**src/rtl/default_slave.sv**
```systemverilog
// AXI4 decode-error slave: completes any unmapped write or read with DECERR so the master never stalls.
// Write (AW/W/B) and read (AR/R) channels are independent FSMs, one outstanding transaction each.
//
// state  | meaning
// W_IDLE | AWREADY high, waiting for a write address
// W_DATA | WREADY high, draining write beats until WLAST
// W_RESP | BVALID high with DECERR, waiting for BREADY
// R_IDLE | ARREADY high, waiting for a read address
// R_DATA | RVALID high, returning ARLEN+1 zero beats with DECERR

module default_slave #(
  parameter int ID_W   = 8,
  parameter int DATA_W = 32,
  parameter int LEN_W  = 4
) (
  input  logic              clk,
  input  logic              rst,
  input  logic [ID_W-1:0]   AWID,
  input  logic [LEN_W-1:0]  AWLEN,
  input  logic              AWVALID,
  output logic              AWREADY,
  input  logic [DATA_W-1:0] WDATA,
  input  logic              WLAST,
  input  logic              WVALID,
  output logic              WREADY,
  output logic [ID_W-1:0]   BID,
  output logic [1:0]        BRESP,
  output logic              BVALID,
  input  logic              BREADY,
  input  logic [ID_W-1:0]   ARID,
  input  logic [LEN_W-1:0]  ARLEN,
  input  logic              ARVALID,
  output logic              ARREADY,
  output logic [ID_W-1:0]   RID,
  output logic [DATA_W-1:0] RDATA,
  output logic [1:0]        RRESP,
  output logic              RLAST,
  output logic              RVALID,
  input  logic              RREADY
);

  localparam logic [1:0] DECERR = 2'b11;

  typedef enum logic [1:0] {W_IDLE, W_DATA, W_RESP} w_state_t;
  typedef enum logic       {R_IDLE, R_DATA}         r_state_t;

  w_state_t         w_state;
  r_state_t         r_state;
  logic [LEN_W-1:0] cnt;

  // Write burst length and data carry no information for an error response.
  logic unused_inputs;
  assign unused_inputs = ^{AWLEN, WDATA};

  assign RDATA = '0;

  always_ff @(posedge clk) begin
    if (!rst) begin
      w_state <= W_IDLE;
      AWREADY <= 1'b1;
      WREADY  <= 1'b0;
      BVALID  <= 1'b0;
      BID     <= '0;
      BRESP   <= 2'b00;
    end else begin
      case (w_state)
        W_IDLE: if (AWVALID && AWREADY) begin
          BID     <= AWID;
          AWREADY <= 1'b0;
          WREADY  <= 1'b1;
          w_state <= W_DATA;
        end
        W_DATA: if (WVALID && WREADY && WLAST) begin
          WREADY  <= 1'b0;
          BVALID  <= 1'b1;
          BRESP   <= DECERR;
          w_state <= W_RESP;
        end
        W_RESP: if (BVALID && BREADY) begin
          BVALID  <= 1'b0;
          AWREADY <= 1'b1;
          w_state <= W_IDLE;
        end
        default: begin
          AWREADY <= 1'b1;
          WREADY  <= 1'b0;
          BVALID  <= 1'b0;
          w_state <= W_IDLE;
        end
      endcase
    end
  end

  // RLAST is registered one beat ahead: it rises when the counter is about to reach zero.
  always_ff @(posedge clk) begin
    if (!rst) begin
      r_state <= R_IDLE;
      ARREADY <= 1'b1;
      RVALID  <= 1'b0;
      RLAST   <= 1'b0;
      RID     <= '0;
      RRESP   <= 2'b00;
      cnt     <= '0;
    end else begin
      case (r_state)
        R_IDLE: if (ARVALID && ARREADY) begin
          RID     <= ARID;
          cnt     <= ARLEN;
          RLAST   <= (ARLEN == '0);
          RRESP   <= DECERR;
          RVALID  <= 1'b1;
          ARREADY <= 1'b0;
          r_state <= R_DATA;
        end
        R_DATA: if (RVALID && RREADY) begin
          if (RLAST) begin
            RVALID  <= 1'b0;
            RLAST   <= 1'b0;
            ARREADY <= 1'b1;
            r_state <= R_IDLE;
          end else begin
            cnt   <= cnt - 1'b1;
            RLAST <= (cnt == LEN_W'(1));
          end
        end
        default: begin
          RVALID  <= 1'b0;
          RLAST   <= 1'b0;
          ARREADY <= 1'b1;
          r_state <= R_IDLE;
        end
      endcase
    end
  end

endmodule
```
**config.mk**
```make
export PLATFORM = sky130hd
export DESIGN_NAME = default_slave
export DESIGN_NICKNAME = d
export VERILOG_FILES = /design/src/rtl/default_slave.sv
export SDC_FILE = /design/constraint.sdc
export NUM_CORES = 1
export LEC_CHECK = 0
export CAP_MARGIN = 20
export CORE_UTILIZATION = 25
export DETAILED_ROUTE_END_ITERATION = 8
export GPL_TIMING_DRIVEN = 0
export MAX_ROUTING_LAYER = met4
export PLACE_DENSITY = 0.66
export SKIP_LAST_GASP = 1
export SLEW_MARGIN = 20
export SYNTH_ARGS = -nofsm -noshare
export SYNTH_HDL_FRONTEND = slang
export SYNTH_SLANG_ARGS = --single-unit
```
**constraint.sdc**
```tcl
create_clock -name clk -period 1.4 [get_ports clk]
set_clock_uncertainty 0.2 [all_clocks]
set_input_delay 0.28 -clock clk [delete_from_list [all_inputs] [get_ports clk]]
set_output_delay 0.28 -clock clk [all_outputs]
set_load 0.05 [all_outputs]
```
==> Word-level counts from Yosys, hierarchy flattened <==
Index checks and enable logic that the tools add are counted.
{ "word_totals": {"reg_bits": 31, "input_bits": 64} }
{ "classes": {"add_sub_neg": 1, "n_eq_ne": 10, "mux": 33, "bitwise_logic": 4, "n_reduce_logical": 18} }
{ "ops": {"columns": ["op", "count"], "rows": [
  ["$mux 1", 18],
  ["$reduce_and 3->1", 6],
  ["$mux 4", 3],
  ["$ne 2x2->1 const B", 6],
  ["$pmux 1 s3", 3],
  ["$pmux 1 s2", 4],
  ["$pmux 4 s2", 1],
  ["$reduce_and 2->1", 4],
  ["$logic_and 1x1->1", 6],
  ["$mux 2", 3],
  ["$pmux 2 s3", 1],
  ["$eq 4x1->1 const B", 1],
  ["$logic_not 4->1", 1],
  ["$not 1->1", 4],
  ["$sub 4x1->4 const B", 1],
  ["$eq 2x1->1 const B", 1],
  ["$eq 2x2->1 const B", 1],
  ["$logic_not 2->1", 1],
  ["$ne 2x1->1 const B", 1]
]} }

==> Depth between registers and ports, before layout <==
{ "depth": {"depth_word": 4, "mapped_depth": 5} }

==> Worst setup path after synthesis <==
Ideal clock, no wire load.
{ "synth_path": {"kind": "register to register", "from": "register RVALID", "to": "register cnt[2]", "setup_time_ns": 0.075, "arrival_ns": 1.498, "required_time_ns": 1.125, "path_slack_ns": -0.373, "stages_incl_launch_ff": 4, "path_buffers": 0, "cell_sequence": "dfxtp_1 > nand4b_1 > or4_1 > a31oi_1"} }
{ "synth_between": {"elab_chain_len": 3} }
{ "synth_lines": {"columns": ["item", "line", "text"], "rows": [
  ["start: declaration", "38", "output logic RVALID,"],
  ["start signal: assignment", "99", "RVALID <= 1'b0;"],
  ["start signal: assignment", "111", "RVALID <= 1'b1;"],
  ["start signal: assignment", "117", "RVALID <= 1'b0;"],
  ["$logic_and 1x1->1", "115", "R_DATA: if (RVALID && RREADY) begin"],
  ["$ne 2x1->1 (no line)", null, null],
  ["$reduce_and 3->1 (no line)", null, null],
  ["end signal: assignment", "122", "cnt <= cnt - 1'b1;"],
  ["end: declaration", "49", "logic [LEN_W-1:0] cnt;"]
]} }
No other way between the ends.
A chain may end at the register's enable or synchronous reset.

==> Final worst setup path <==
{ "layout_path": {"from": "register cnt[0]", "to": "register cnt[2]"} }
{ "layout_between": {"elab_chain_len": 4} }
{ "layout_lines": {"columns": ["item", "line", "text"], "rows": [
  ["$sub 4x1->4", "122", null],
  ["$mux 4", "116", "if (RLAST) begin"],
  ["$mux 4", "115", null],
  ["$pmux 4 s2", "105", "case (r_state)"]
]} }
No other way between the ends. The select of a mux whose other input is x is not followed.

==> impl_metrics.ini <==
[outcome]
status = complete, but fails checks
violations = setup timing

[clock_network]
root_buffer = clkbuf_8
numCtsBuffers = 5
htreeDepth = 2
clock_path_buffers = 2
cts_sinks = 31
cts.clk_slew.worst_paths_ps = 60
insertion_delay_ps = 280
cts_tree = yes

[synth]
yosysTopAreaCell = dfxtp_1
synth_seq_cells = 31
ys_top_cells_by_area = dfxtp_1, buf_4, nand2_1
async_flop_share_pct = 0
synth_edf_count = 0
synth_cells = 188
synth_top_area_share_pct = 40.1
yosysSeqAreaShare_pct = 40.1
synth_cell_type_count = 40
mappedNetlistArea_mm2 = 0.00155
synth.most_common_cell = nand2_1
ys.flop_type = dfxtp_1
syn_area_per_cell_um2 = 8.23
ys_top_cells_by_count = nand2_1, buf_4, dfxtp_1
yosysWarnings = 0

[die]
rows = 28
die_w_um = 80.7
core_area_mm2 = 0.00596
dieHeight_um = 80.7
io_pins = 122
die_area_mm2 = 0.00650
initial_core_util_pct = 26.0

[setup_path]
r2r_cells = 5
path_cells = inv_2, ha_4, inv_2, or4_4, a31oi_1
regToRegStartpoint = cnt[0]
r2r_end = cnt[2]
cp.arrival_ps = 1480
regToRegSetupSlack_ps = -80
worst_path_max_delay_cell = or4_4
slowest_delay_ps = 470
endpoint_kind = flip-flop
cp_max_fo = 2
critPathRequiredTime_ps = 1410
worstSetupPathType = reg2reg
crit_path_start_kind = flip-flop
crit_top_cell = inv_2

[routing]
remaining_drc_errors = 0
wire_per_inst_um = 11.1
met1Wirelength_um = 1750
routed_wl_um = 4030
dr_wl_met2_um = 1880
wl_met3_um = 344
via_per_inst = 4.15
drt_iter0_markers = 31
dr.pass1.iters = 4
ant_nets = 0
num_vias = 1506
top_layer_used = met4

[pwr]
power_leakage_nw = 1.16
finalPower_mw = 2.95
ir_drop_mv = 0.729
p_per_area_mw_per_mm2 = 1180

[place]
placed_area_mm2 = 0.00230
post-dp-hpwl_um = 2690
port_buffers = 53
place_inst = 347
place_congestion = 0.771

[global_route]
grtUsageTotal_pct = 13.0
grt_pass1_wl_um = 6260
grt_max_degree = 11
overflow = 0
grt_pass1_vias = 1364
antenna_found_initial = 0

[timing]
hold_viol = 0
fmax_mhz = 678
setup_slack_ps = -75.1
rsz0062_at_grt = yes
period_share_pct = 105
period_minus_slack_ps = 1480
maxSlewViolCount = 0
setup_viol = 1

[worst_hold_path]
hold_start = BID[4]
hold_end = BID[4]
hp-class = reg2reg
hold_depth = 2

[cells_and_area]
area_growth_pct = 60.9
final_area_mm2 = 0.00249
instances_no_fill = 363
antenna_cells = 0
drive_above_1_share_pct = 38.2
nets = 354

[flow_run]
drv_cap = 0
==> worst max path at each step <==
stage                   from  endpoint  slack (ps)
finish                cnt[0]    cnt[2]         -80
global route           RLAST    cnt[2]        -110
CTS                 RRESP[0]  RRESP[1]         -80
detailed placement    RREADY    cnt[2]        -610
global placement         rst    BID[6]        -590
floorplan              RLAST    cnt[2]        -120
==> placed cells by master, fill, tap and decap left out, drive strengths merged, types with 3 or more instances in the layout <==
| cell | count |
|---|---|
| inv | 8 |
| clkbuf | 12 |
| buf | 71 |
| clkdlybuf4s50 | 23 |
| dfxtp | 31 |
| nor2 | 4 |
| a211oi | 4 |
| nand3 | 6 |
| a21oi | 21 |
| o21ai | 3 |
| conb | 32 |
| dlygate4sd2 | 3 |
| nand2 | 37 |
==> per-layer routing <==
layer	GRT usage, %	vias up
li1	-	774
met1	15.0	661
met2	21.4	64
met3	3.75	7
met4	4.11	0
met5	-	-
==> power by group <==
part / switching (mW) / total (mW) / internal [mW]
Sequential: 0.0956 / 1.09 / 0.990
Combinational: 0.733 / 1.17 / 0.432
Clock: 0.312 / 0.696 / 0.385
Total: 1.14 / 2.95 / 1.81
==> layout make-up <==
| cell class | instances | area, µm² |
|---|---|---|
| fill | 640 | 3470 |
| clock buffer | 6 | 82.6 |
| sequential | 31 | 643 |
| tap | 75 | 93.8 |
| clock inverter | 1 | 5.00 |
| multi-input combinational | 137 | 783 |
| inverter | 9 | 35.0 |
| timing repair buffer | 63 | 532 |
| buffer | 41 | 314 |
==> kinds of logic after synthesis <==
kind of cell / count (synthesis) / share of synthesized area [%]
and+or+nand+nor: 63 / 20.0
buffers and inverters: 51 / 21.8
AOI/OAI and AO/OA: 40 / 16.3
DFF: 31 / 40.1
adders and majority gates: 2 / 1.62
other: 1 / 0.242
==> worst max-delay path: cells and delay by family (launching register included) <==
kind	cells	cell delay (ps)
and+or+nand+nor	1	470
DFF	1	330
AOI/OAI and AO/OA	1	170
adders and majority gates	1	130
buffers and inverters	2	110
==> sequential cells by signal, summed over array words and instances (netlist names) <==
name     cells
cnt          4
BID          8
ARREADY      1
RRESP        1
w_state      2
WREADY       1
BRESP        1
BVALID       1
r_state      1
RLAST        1
RVALID       1
RID          8
AWREADY      1
==> what timing repair did <==
action / 4_1_cts / 5_1_grt
hold buffers: 0 / 0
cloned: 1 / 1
pin swaps: 3 / 4
gates resized for setup: 155 / 28
endpoints found under the setup margin: 54 / 34
setup buffers: 5 / 3
==> stage by stage <==
step	setup TNS, ps	setup WS, ps	hold WS [ps]	util, %
after floorplan	-122	-122	155	-
after global placement	-20570	-588	242	38.6
after detailed placement	-20480	-608	246	38.6
after CTS	-109	-75.6	253	39.3
after global routing	-464	-114	266	41.8
final	-75.1	-75.1	251	41.8
No activity file was read; power rests on OpenSTA's default activity.
==> RTL change 1: new RTL, same settings <==
Re-encode `w_state_t` (3 states) as one-hot, 3 bits wide.
--- a/src/rtl/default_slave.sv
+++ b/src/rtl/default_slave.sv
@@ -42,5 +42,5 @@
   localparam logic [1:0] DECERR = 2'b11;
 
-  typedef enum logic [1:0] {W_IDLE, W_DATA, W_RESP} w_state_t;
+  typedef enum logic [2:0] {W_IDLE = 3'b001, W_DATA = 3'b010, W_RESP = 3'b100} w_state_t;
   typedef enum logic       {R_IDLE, R_DATA}         r_state_t;
 
Formal check against the unedited RTL: no difference found for any inputs over 10 cycles, from zero or initial values and one cycle with rst low; not proved beyond that.
==> RTL change 1 against the unedited design <==
- the run still ends with negative setup slack left
- global-route usage down 0.13 points
- power up 15%
- sequential share of layout area down 0.051 points
- design area up 4.9%
- wire length up 3.9%
- setup slack worse by 0.11 ns
- via count up 6.0%
- area after synthesis up 4.3%
- sequential cell count up 1
- worst hold slack worse by 0.075 ns
- sequential power up 6%
- highest routed layer unchanged
==> RTL change 1: results (changes against the unedited design) <==
[layout]
instances_no_fill=366  ; +0.83%
drive_above_1_share_pct=41.9  ; +3.7 points
layout.nets=356  ; +0.56%

[synth]
syn_inst=193  ; +2.7%
yosys-top-cells-count=34 x buf_4, 32 x dfxtp_1, 23 x a21oi_1
netlist_top_cells_area=dfxtp_1 40%, buf_4 16%, a21oi_1 7.1%
synth-compound-area-share_pct=18.0  ; +1.7 points
synth_fa_ha_area_share_pct=1.55  ; -0.067 points
ys_seq_area_share_pct=39.7  ; -0.41 points

[placement]
gp_congestion=0.778  ; +0.84%
dp_cells=352  ; +1.4%
pre_cts_ws_ns=-0.594  ; +0.0140 ns
dp_hpwl_um=2950  ; +9.6%
dpl_cell_area_mm2=0.00239  ; +4.1%

[drt]
wl_met2_um=2030  ; +7.8%
wl_per_cell_um=11.4  ; +3.1%
dr_wl_met3_um=313  ; -9.0%
wl_met1_um=1820  ; +3.8%
drtIter0Drc=30  ; -3.2%

[power_and_ir_drop]
peakVddDrop_mv=0.538  ; -26%
p_leak_nw=1.19  ; +2.5%
intPower_mw=2.01  ; +11%
power_density_mw_per_mm2=1300  ; +9.5%
pg_seq_mw=1.15  ; +6%

[sta]
setup_tns_ns=-0.859  ; -0.784 ns
finalSetupViolCount=14  ; +13
layout_setup_ws_ns=-0.188  ; -0.113 ns

[global_routing]
grt_pass1_wl_um=6400  ; +2.2%
grtUsageMet2_pct=22.0  ; +0.54 points

[hold_path]
hold_path.class=primary input to flop

[worst_setup_path]
crit_slowest_cell=or4b_1
critPathMaxFanout=3  ; +1
worst_ep_arrival_time_ns=1.59  ; +0.11 ns

[clock_tree]
cts_resized=174  ; +12%

[status]
violations=negative setup slack
status=finished, violations left

[RTL change 1: cell types whose count changed in the layout (fill, tap and decap cells not counted), sizes merged, moves of 4 or more]
| cell | unedited run | this run |
|---|---|---|
| buf | 71 | 65 |
| o21ai | 3 | 9 |
| nand3 | 6 | 15 |
| nor2 | 4 | 8 |
| inv | 8 | 4 |
| clkbuf | 12 | 18 |
| nand2 | 37 | 20 |
[RTL change 1: final cells by class]
cell class	instances	area (µm²)
flip-flops and latches	32	673
plain buffers	42	327
multi-input cells	145	901
well taps	75	93.8
fillers	611	3450
clock buffers	8	90.1
repair buffers	60	510
inverters	4	15.0
[RTL change 1: final timing paths]
check | start | to | slack (ns) | depth (start not counted)
max | cnt[1] | cnt[3] | -0.19 | 3
min | AWVALID | AWREADY | 0.18 | 4
max reg2reg | cnt[1] | cnt[3] | -0.19 | 3
min reg2reg | RID[3] | RID[3] | 0.25 | 2
==> RTL change 2: new RTL, same settings <==
Made on the original files. The parameter `DATA_W` goes from 32 to 40.
--- a/src/rtl/default_slave.sv
+++ b/src/rtl/default_slave.sv
@@ -11,5 +11,5 @@
 module default_slave #(
   parameter int ID_W   = 8,
-  parameter int DATA_W = 32,
+  parameter int DATA_W = 40,
   parameter int LEN_W  = 4
 ) (
Ports: changed (resized RDATA and WDATA); port bits go from 122 to 138. No check against the original RTL was run, so the function may have changed too.
==> RTL change 2 against the unedited design <==
- the run still ends with negative setup slack left
- design area up 3.4%
- setup slack gained 0.053 ns
- area after synthesis up 3.9%
- sequential cell count did not move
- clock power fell by 10%
- wire length increased by 4.0%
- synthesized cell count grew 4.3%
- non-clock buffer count up 9
- power is 0.13% higher
- critical path type unchanged
- largest power group unchanged
- highest routed layer is now met3
==> RTL change 2: results (changes against the unedited design) <==
[placement]
dpl_cell_area_mm2=0.00239  ; +3.9%
gp_congestion=0.755  ; -2.0%
pre_cts_ws_ns=-0.619  ; -0.0114 ns
dp_hpwl_um=2860  ; +6.2%

[power_and_ir_drop]
peakVddDrop_mv=0.504  ; -31%
p_leak_nw=1.23  ; +5.9%

[synth]
synth-compound-area-share_pct=15.7  ; -0.61 points
ys.flop_type=dfxtp_1
synth_fa_ha_area_share_pct=1.56  ; -0.060 points
ys_seq_area_share_pct=38.6  ; -1.5 points
netlist_top_cells_area=dfxtp_1 39%, buf_4 21%, nand2_1 8.6%
ys_warn_count=0  ; unchanged
ys_types=40  ; unchanged
yosys-top-cells-count=44 x buf_4, 37 x nand2_1, 31 x dfxtp_1

[worst_setup_path]
worst_ep_arrival_time_ns=1.36  ; -0.12 ns
slowest_delay_ns=0.37  ; -0.10 ns
critPathMaxFanout=8  ; +6
crit_slowest_cell=dfxtp_4

[sta]
setup_tns_ns=-0.0395  ; +0.0356 ns
layout_setup_ws_ns=-0.0218  ; +0.0533 ns
finalSetupViolCount=2  ; +1

[drt]
firstDrtPassIters=4  ; unchanged
drt-total-wl_um=4190  ; +4.0%
vias=1554  ; +3.2%
drtIter0Drc=37  ; +19%

[layout]
diodes=0  ; unchanged
drive_above_1_share_pct=37.8  ; -0.37 points
layout.nets=379  ; +7.1%
reg_top3=BID x8, RID x8, cnt x4

[status]
status=finished, violations left
violations=negative setup slack

[clock_tree]
worstSkewPairLatency_ns=0.27
path_clk_slew_ns=0.06  ; about the same

[global_routing]
grt_pass1_wl_um=5960  ; -4.7%
track_usage_pct=11.9  ; -1.0 points
grt_pass1_vias=1305  ; -4.3%

[RTL change 2: critical path: cells and delay by family (launching register included)]
kind	cells	cell delay [ns]
AOI/OAI and AO/OA	2	0.32
buffers and inverters	1	0.18
DFF	1	0.37
and+or+nand+nor	1	0.22
[RTL change 2: stage by stage]
step,cells,hold WS [ns]
6_report,379,0.251
5_1_grt,379,0.272
4_1_cts,374,0.254
3_5_place_dp,363,0.249
3_3_place_gp,363,0.242
2_1_floorplan,235,0.155
[RTL change 2: per-layer routing]
layer / track usage [%] / vias to the layer above / wire length (µm)
met1: 13.8 / 687 / 1820
met4: 2.11 / 0 / 0
li1: - / 799 / -
met5: - / - / 0
met2: 20.5 / 68 / 2000
met3: 3.63 / 0 / 367
[RTL change 2: path summary, 6_finish.rpt]
path                            startpoint      to  slack [ns]  cells past startpoint
worst max register to register       RLAST  cnt[0]       -0.02                      4
worst min register to register      BID[2]  BID[2]        0.25                      2
worst min-delay path                BID[2]  BID[2]        0.25                      2
worst max-delay path                 RLAST  cnt[0]       -0.02                      4
[RTL change 2: cell families after synthesis]
logic type      Yosys count
simple gates             63
compound gates           40
flops                    31
buf+inv                  59
other cells               1
fa+ha+maj                 2
[RTL change 2: final cells by class]
class                   instances  area [µm²]
fillers                       646        3490
multi-input cells             145         817
clock buffers                   6        72.6
well taps                      75        93.8
plain buffers                  49         382
repair buffers                 64         527
inverters                       9        35.0
flip-flops and latches         31         646
[RTL change 2: power breakdown]
group          switching (mW)  leakage [nW]  internal, mW  total (mW)
clock                   0.295        0.0371         0.331       0.625
sequential             0.0977         0.259         0.990        1.09
combinational           0.786         0.930         0.452        1.24
[RTL change 2: what timing repair did]
item                                    in CTS  in global routing
pin swaps                                    3                  6
setup buffers                                5                  3
gates resized for setup                    153                 31
endpoints found under the setup margin      55                 31
cloned                                       1                  2
